`src/rtl/truth_table_capture.sv`:
```
// truth_table_capture: steps a combinational function through every input row and
// packs the sampled outputs into its hex truth-table ID. Optional: TT_GLITCH_CHECK_EN.
module truth_table_capture #(
   parameter int N_IN   = 3,
   parameter int SETTLE = 4
) (
   input  logic                  clk,
   input  logic                  rst,
   input  logic                  start,
   output logic [N_IN-1:0]       probe,
   input  logic                  sample_in,
   output logic                  busy,
   output logic                  done,
   output logic [(2**N_IN)-1:0]  table_out
`ifdef TT_GLITCH_CHECK_EN
   ,
   output logic                  unstable
`endif
);

   localparam int TW = 2**N_IN;
   localparam int RW = N_IN + 1;
   localparam int CW = (SETTLE > 1) ? $clog2(SETTLE) : 1;

   // state  | meaning
   // IDLE   | waiting for start
   // SETTLE | probe held, letting the function output settle
   // SAMPLE | capture sample_in into the current row's table bit
   // FIN    | one-cycle done pulse
   typedef enum logic [1:0] {
      S_IDLE   = 2'd0,
      S_SETTLE = 2'd1,
      S_SAMPLE = 2'd2,
      S_FIN    = 2'd3
   } state_t;

   state_t          state_q, state_d;
   logic [RW-1:0]   row_q;
   logic [CW-1:0]   cnt_q;
   logic [TW-1:0]   table_q;
   logic            last_settle;
   logic            last_row;

   assign last_settle = (cnt_q == CW'(SETTLE - 1));
   assign last_row    = (row_q == RW'(TW - 1));

   // The probe is the row index itself; it parks on the last row until the next start.
   assign probe     = row_q[N_IN-1:0];
   assign table_out = table_q;

   always_comb begin
      state_d = state_q;
      busy    = 1'b0;
      done    = 1'b0;
      case (state_q)
         S_IDLE: begin
            if (start) state_d = S_SETTLE;
         end
         S_SETTLE: begin
            busy = 1'b1;
            if (last_settle) state_d = S_SAMPLE;
         end
         S_SAMPLE: begin
            busy    = 1'b1;
            state_d = last_row ? S_FIN : S_SETTLE;
         end
         S_FIN: begin
            done    = 1'b1;
            state_d = S_IDLE;
         end
         default: state_d = S_IDLE;
      endcase
   end

`ifdef TT_GLITCH_CHECK_EN
   logic pre_q;
   logic unstable_q;
   assign unstable = unstable_q;
`endif

   always_ff @(posedge clk) begin
      if (rst) begin
         state_q <= S_IDLE;
         row_q   <= '0;
         cnt_q   <= '0;
         table_q <= '0;
`ifdef TT_GLITCH_CHECK_EN
         pre_q      <= 1'b0;
         unstable_q <= 1'b0;
`endif
      end else begin
         state_q <= state_d;
         case (state_q)
            S_IDLE: begin
               if (start) begin
                  row_q   <= '0;
                  cnt_q   <= '0;
                  table_q <= '0;
`ifdef TT_GLITCH_CHECK_EN
                  unstable_q <= 1'b0;
`endif
               end
            end
            S_SETTLE: begin
               cnt_q <= cnt_q + CW'(1);
`ifdef TT_GLITCH_CHECK_EN
               if (last_settle) pre_q <= sample_in;
`endif
            end
            S_SAMPLE: begin
               // Row 0 lands in the MSB so the register reads out as the gate ID.
               table_q[~row_q[N_IN-1:0]] <= sample_in;
`ifdef TT_GLITCH_CHECK_EN
               if (sample_in != pre_q) unstable_q <= 1'b1;
`endif
               if (!last_row) begin
                  row_q <= row_q + RW'(1);
                  cnt_q <= '0;
               end
            end
            default: ;
         endcase
      end
   end

endmodule

```
`config.mk`:
```
export PLATFORM = sky130hd
export DESIGN_NAME = truth_table_capture
export DESIGN_NICKNAME = d
export VERILOG_FILES = /design/src/rtl/truth_table_capture.sv
export SDC_FILE = /design/constraint.sdc
export NUM_CORES = 1
export LEC_CHECK = 0
export ABC_CLOCK_PERIOD_IN_PS = 3600
export CAP_MARGIN = 30
export CORE_MARGIN = 2
export CORE_UTILIZATION = 31
export DETAILED_ROUTE_END_ITERATION = 10
export GPL_ROUTABILITY_DRIVEN = 0
export GPL_TIMING_DRIVEN = 1
export HOLD_SLACK_MARGIN = 0.05
export MAX_ROUTING_LAYER = met4
export PLACE_DENSITY_LB_ADDON = 0.2
export SYNTH_ARGS = -nofsm -noshare
export SYNTH_HDL_FRONTEND = slang
export SYNTH_SLANG_ARGS = --single-unit
```
`constraint.sdc`:
```
create_clock -name clk -period 3.6 [get_ports clk]
set_input_delay 0.72 -clock clk [delete_from_list [all_inputs] [get_ports clk]]
set_output_delay 0.72 -clock clk [all_outputs]
set_load 0.01 [all_outputs]
```
==> flow_summary.html <==
<table>
<tr><th>Metric</th><th>Value</th></tr>
<tr><th colspan="2">Route</th></tr>
<tr><td>Post-DRT Antenna Nets</td><td>0</td></tr>
<tr><td>Total wire length</td><td>1950 um</td></tr>
<tr><td>Post-detailed-route via-to-cell ratio</td><td>5.61</td></tr>
<tr><td>Via count</td><td>780</td></tr>
<tr><td>Number of detailed-route iterations in the first pass</td><td>4</td></tr>
<tr><td>Routed len/inst</td><td>14.0 um</td></tr>
<tr><td>Number of DRC violations after detailed-routing iteration 0</td><td>10</td></tr>
<tr><td>Total DRC errors in the routed layout</td><td>0</td></tr>
<tr><th colspan="2">Logic synthesis</th></tr>
<tr><td>Count of cell types in the netlist</td><td>35</td></tr>
<tr><td>Post-Syn Nets</td><td>109</td></tr>
<tr><td>Portion of the post-synthesis area used by sequential elements</td><td>34.6%</td></tr>
<tr><td>Share of synthesized flip-flops with an asynchronous set or reset</td><td>0%</td></tr>
<tr><td>Instance count of the mapped netlist</td><td>99</td></tr>
<tr><td>Top cells by instance count after synthesis</td><td>sky130_fd_sc_hd__dfxtp_1, sky130_fd_sc_hd__o22ai_1, sky130_fd_sc_hd__o2bb2ai_1</td></tr>
<tr><td>Synth Warn #</td><td>0</td></tr>
<tr><td>Number of enable flip-flop cells after synthesis</td><td>0</td></tr>
<tr><td>Most frequent cell after synthesis</td><td>sky130_fd_sc_hd__dfxtp_1</td></tr>
<tr><td>Most common flop cell mapped by yosys</td><td>sky130_fd_sc_hd__dfxtp_1</td></tr>
<tr><td>Number of register bits inferred by synthesis</td><td>16</td></tr>
<tr><td>Syn avg cell area</td><td>9.34 um2</td></tr>
<tr><td>Leading cell types by total area after synthesis</td><td>sky130_fd_sc_hd__dfxtp_1, sky130_fd_sc_hd__ha_1, sky130_fd_sc_hd__o2bb2ai_1</td></tr>
<tr><td>Top-area cell type share of the netlist area</td><td>34.6%</td></tr>
<tr><td>Dominant cell type by area after synthesis</td><td>sky130_fd_sc_hd__dfxtp_1</td></tr>
<tr><td>Post-Synthesis Cell Area</td><td>925 um2</td></tr>
<tr><th colspan="2">Clock network</th></tr>
<tr><td>Clock latency on the worst-skew pair</td><td>280 ps</td></tr>
<tr><td>Max clock buf depth</td><td>2</td></tr>
<tr><td>Clock tree from TritonCTS</td><td>done</td></tr>
<tr><td>Clock H-tree levels</td><td>1</td></tr>
<tr><td>TritonCTS buffer count</td><td>3</td></tr>
<tr><td>Number of cells upsized or downsized after cts</td><td>0</td></tr>
<tr><td>Root Buffer</td><td>sky130_fd_sc_hd__clkbuf_4</td></tr>
<tr><td>Worst-path clk slew</td><td>90 ps</td></tr>
<tr><td>Clock Sink Count</td><td>16</td></tr>
<tr><td>Post-cts hold buffer count</td><td>0</td></tr>
<tr><td>Setup Fix Bufs, Post-CTS</td><td>0</td></tr>
<tr><th colspan="2">Floorplan</th></tr>
<tr><td>Core region area</td><td>0.00281 mm2</td></tr>
<tr><td>Number of placed I/O pins</td><td>17</td></tr>
<tr><td>Overall die area</td><td>0.00344 mm2</td></tr>
<tr><td>Die width</td><td>58.6 um</td></tr>
<tr><td>Effective utilization at floorplan</td><td>33.0%</td></tr>
<tr><td>Number of cell rows</td><td>19</td></tr>
<tr><td>Die H</td><td>58.6 um</td></tr>
<tr><th colspan="2">STA</th></tr>
<tr><td>Fin Clk Skew</td><td>8.24 ps</td></tr>
<tr><td>Portion of the clock cycle consumed by the worst path in the final layout</td><td>63.8%</td></tr>
<tr><td>Worst hold-check slack</td><td>470 ps</td></tr>
<tr><td>Fin Setup TNS</td><td>0 ps</td></tr>
<tr><td>Peak clock frequency supported by timing</td><td>435 MHz</td></tr>
<tr><td>Worst-Margin Slew</td><td>529 ps</td></tr>
<tr><td>Slew Limit Headroom</td><td>64.6%</td></tr>
<tr><td>Count of final setup violators</td><td>0</td></tr>
<tr><td>Setup repair after global routing missed its margin</td><td>false</td></tr>
<tr><td>Final Critical Period</td><td>2300 ps</td></tr>
<tr><td>Hold violation total from the final report</td><td>0</td></tr>
<tr><td>Max-slew violation count</td><td>0</td></tr>
<tr><th colspan="2">Placed design</th></tr>
<tr><td># placed instances</td><td>136</td></tr>
<tr><td>DPL Wire Length</td><td>1390 um</td></tr>
<tr><td>Count of buffers inserted at the top-level ports</td><td>16</td></tr>
<tr><td>Cell area reported after detailed placement</td><td>0.00107 mm2</td></tr>
<tr><th colspan="2">Finish</th></tr>
<tr><td>Final layout net count</td><td>120</td></tr>
<tr><td>Ratio of cells with drive above 1 in the final layout</td><td>6.48%</td></tr>
<tr><td>Number of standard cells in the layout, taps in and fillers out</td><td>139</td></tr>
<tr><td>Register Area</td><td>320 um2</td></tr>
<tr><td>ANT cells</td><td>0</td></tr>
<tr><td>Final instance area</td><td>0.00110 mm2</td></tr>
<tr><td>Fill cells</td><td>309</td></tr>
<tr><td>Area of the multi-input gates</td><td>544 um2</td></tr>
<tr><td>Relative area change from synthesis to final layout</td><td>18.7%</td></tr>
<tr><th colspan="2">Power and ir drop</th></tr>
<tr><td>Fraction of power consumed by combinational cells</td><td>40.8%</td></tr>
<tr><td>Power Dens Cells</td><td>460 mW/mm2</td></tr>
<tr><td>Switching power summed over all nets</td><td>0.181 mW</td></tr>
<tr><td>Portion of total power attributed to the clock network</td><td>18.4%</td></tr>
<tr><td>Sw Ratio</td><td>35.9%</td></tr>
<tr><td>Highest ir drop seen on vdd</td><td>0.266 mV</td></tr>
<tr><td>Sequential cell fraction of total power</td><td>40.8%</td></tr>
<tr><td>Static leakage</td><td>0.406 nW</td></tr>
<tr><td>Internal power component</td><td>0.324 mW</td></tr>
<tr><th colspan="2">Global routing</th></tr>
<tr><td>GRT Resource Usage Total</td><td>12.8%</td></tr>
<tr><td>Via count of the first global-routing pass</td><td>708</td></tr>
<tr><td>GRT overflow</td><td>0</td></tr>
<tr><td>Pin count of the biggest net entering global routing</td><td>18</td></tr>
<tr><td>Number of antenna violations at the first check in global routing</td><td>0</td></tr>
<tr><td>Wire length of the first global-routing pass</td><td>3330 um</td></tr>
<tr><th colspan="2">Critical path</th></tr>
<tr><td>Data arrival time at the worst-slack endpoint</td><td>1580 ps</td></tr>
<tr><td>Category of the worst setup path capture point</td><td>output pin</td></tr>
<tr><td>Logic depth of the worst register-to-register path</td><td>5</td></tr>
<tr><td>Crit path buffers/inverters</td><td>1</td></tr>
<tr><td>WP depth</td><td>1</td></tr>
<tr><td>Crit-path slowest cell</td><td>sky130_fd_sc_hd__dfxtp_1</td></tr>
<tr><td>Maximum fanout along the worst path</td><td>17</td></tr>
<tr><td>Setup CP Type</td><td>flop to output pin</td></tr>
<tr><td>Series of cell instances along the critical path</td><td>clkdlybuf4s50_1</td></tr>
<tr><td>Sort of element at the start of the critical path</td><td>flop</td></tr>
<tr><td>Flop-to-flop setup slack</td><td>1820 ps</td></tr>
<tr><td>Required time reported for the critical path endpoint</td><td>2880 ps</td></tr>
<tr><td>Crit-path max cell delay</td><td>660 ps</td></tr>
<tr><td>CP delay by family, top</td><td>flip-flops</td></tr>
<tr><th colspan="2">Run</th></tr>
<tr><td>Count of max-cap constraint violations</td><td>0</td></tr>
<tr><th colspan="2">Min path</th></tr>
<tr><td>Number of instances on the worst hold path</td><td>1</td></tr>
<tr><td>Worst min-delay path category</td><td>flop to flop</td></tr>
<tr><th colspan="2">Status</th></tr>
<tr><td>Status</td><td>finished clean</td></tr>
</table>
[power groups by stage]
stage	combinational [mW]	clock (mW)	sequential (mW)
after floorplan	0.158	0	0.206
after detailed placement	0.207	0	0.210
after global placement	0.206	0	0.210
after CTS	0.208	0.0986	0.206
after global routing	0.230	0.106	0.208
final	0.206	0.0930	0.206
[path summary, 6_finish.rpt]
kind	from	to
worst min-delay path	table_out[5]	table_out[5]
worst max register to register	state_q[0]	cnt_q[1]
worst min register to register	table_out[5]	table_out[5]
worst max-delay path	row_q[2]	probe[2]
[sequential cells by signal, summed over array words and instances (netlist names)]
signal,cells
table_out,8
state_q,2
row_q,4
cnt_q,2
[through the flow]
stage | total power, mW | worst slack (ps) | utilization, %
2_1_floorplan | 0.363 | 2090 | -
3_3_place_gp | 0.415 | 1260 | 38.3
3_5_place_dp | 0.418 | 1210 | 38.3
4_1_cts | 0.513 | 1280 | 39.1
5_1_grt | 0.544 | 1200 | 39.1
6_report | 0.505 | 1300 | 39.1
[layer usage]
metal | wire length [um] | part of all wire, % | GRT usage (%)
met3 | 80 | 4.1 | 3.96
met5 | 0 | 0 | -
met4 | 14 | 0.72 | 1.95
met1 | 1000 | 51 | 18.0
met2 | 848 | 44 | 18.5
[logic make-up (layout without fill, tap and decap cells)]
| kind of cell | Yosys count | after routing | synth area share, % |
|---|---|---|---|
| fa+ha+maj | 6 | 6 | 8.12 |
| mux | 2 | 2 | 2.30 |
| flops | 16 | 16 | 34.6 |
| compound gates | 31 | 31 | 25.3 |
| buf+inv | 13 | 22 | 6.50 |
| simple gates | 31 | 31 | 23.1 |
[cell usage in the layout (no fill, tap or decap), types with 2 or more instances in the layout]
cell type | Yosys | layout
sky130_fd_sc_hd__nor2b_1 | 2 | 2
sky130_fd_sc_hd__o311ai_0 | 2 | 2
sky130_fd_sc_hd__and3b_1 | 3 | 3
sky130_fd_sc_hd__o21ai_0 | 3 | 3
sky130_fd_sc_hd__nor3b_1 | 3 | 3
sky130_fd_sc_hd__nand4b_1 | 3 | 3
sky130_fd_sc_hd__o41ai_1 | 2 | 2
sky130_fd_sc_hd__o2bb2ai_1 | 8 | 8
sky130_fd_sc_hd__ha_1 | 6 | 6
sky130_fd_sc_hd__nand4_1 | 2 | 2
sky130_fd_sc_hd__a21oi_1 | 3 | 3
sky130_fd_sc_hd__clkdlybuf4s50_1 | 0 | 16
sky130_fd_sc_hd__dfxtp_1 | 16 | 16
sky130_fd_sc_hd__o22ai_1 | 8 | 8
sky130_fd_sc_hd__nand2b_1 | 4 | 4
sky130_fd_sc_hd__nor2_1 | 3 | 3
sky130_fd_sc_hd__nand2_1 | 2 | 2
sky130_fd_sc_hd__clkbuf_4 | 0 | 3
sky130_fd_sc_hd__inv_1 | 3 | 3
[area by class of cell]
class                      instances  share of cell area (%)
multi-input combinational         70                    49.6
sequential                        16                    29.2
timing repair buffer              16                    14.6
tap                               31                    3.53
clock buffer                       3                    2.05
inverter                           3                    1.03
No activity file was read; power rests on OpenSTA's default activity.
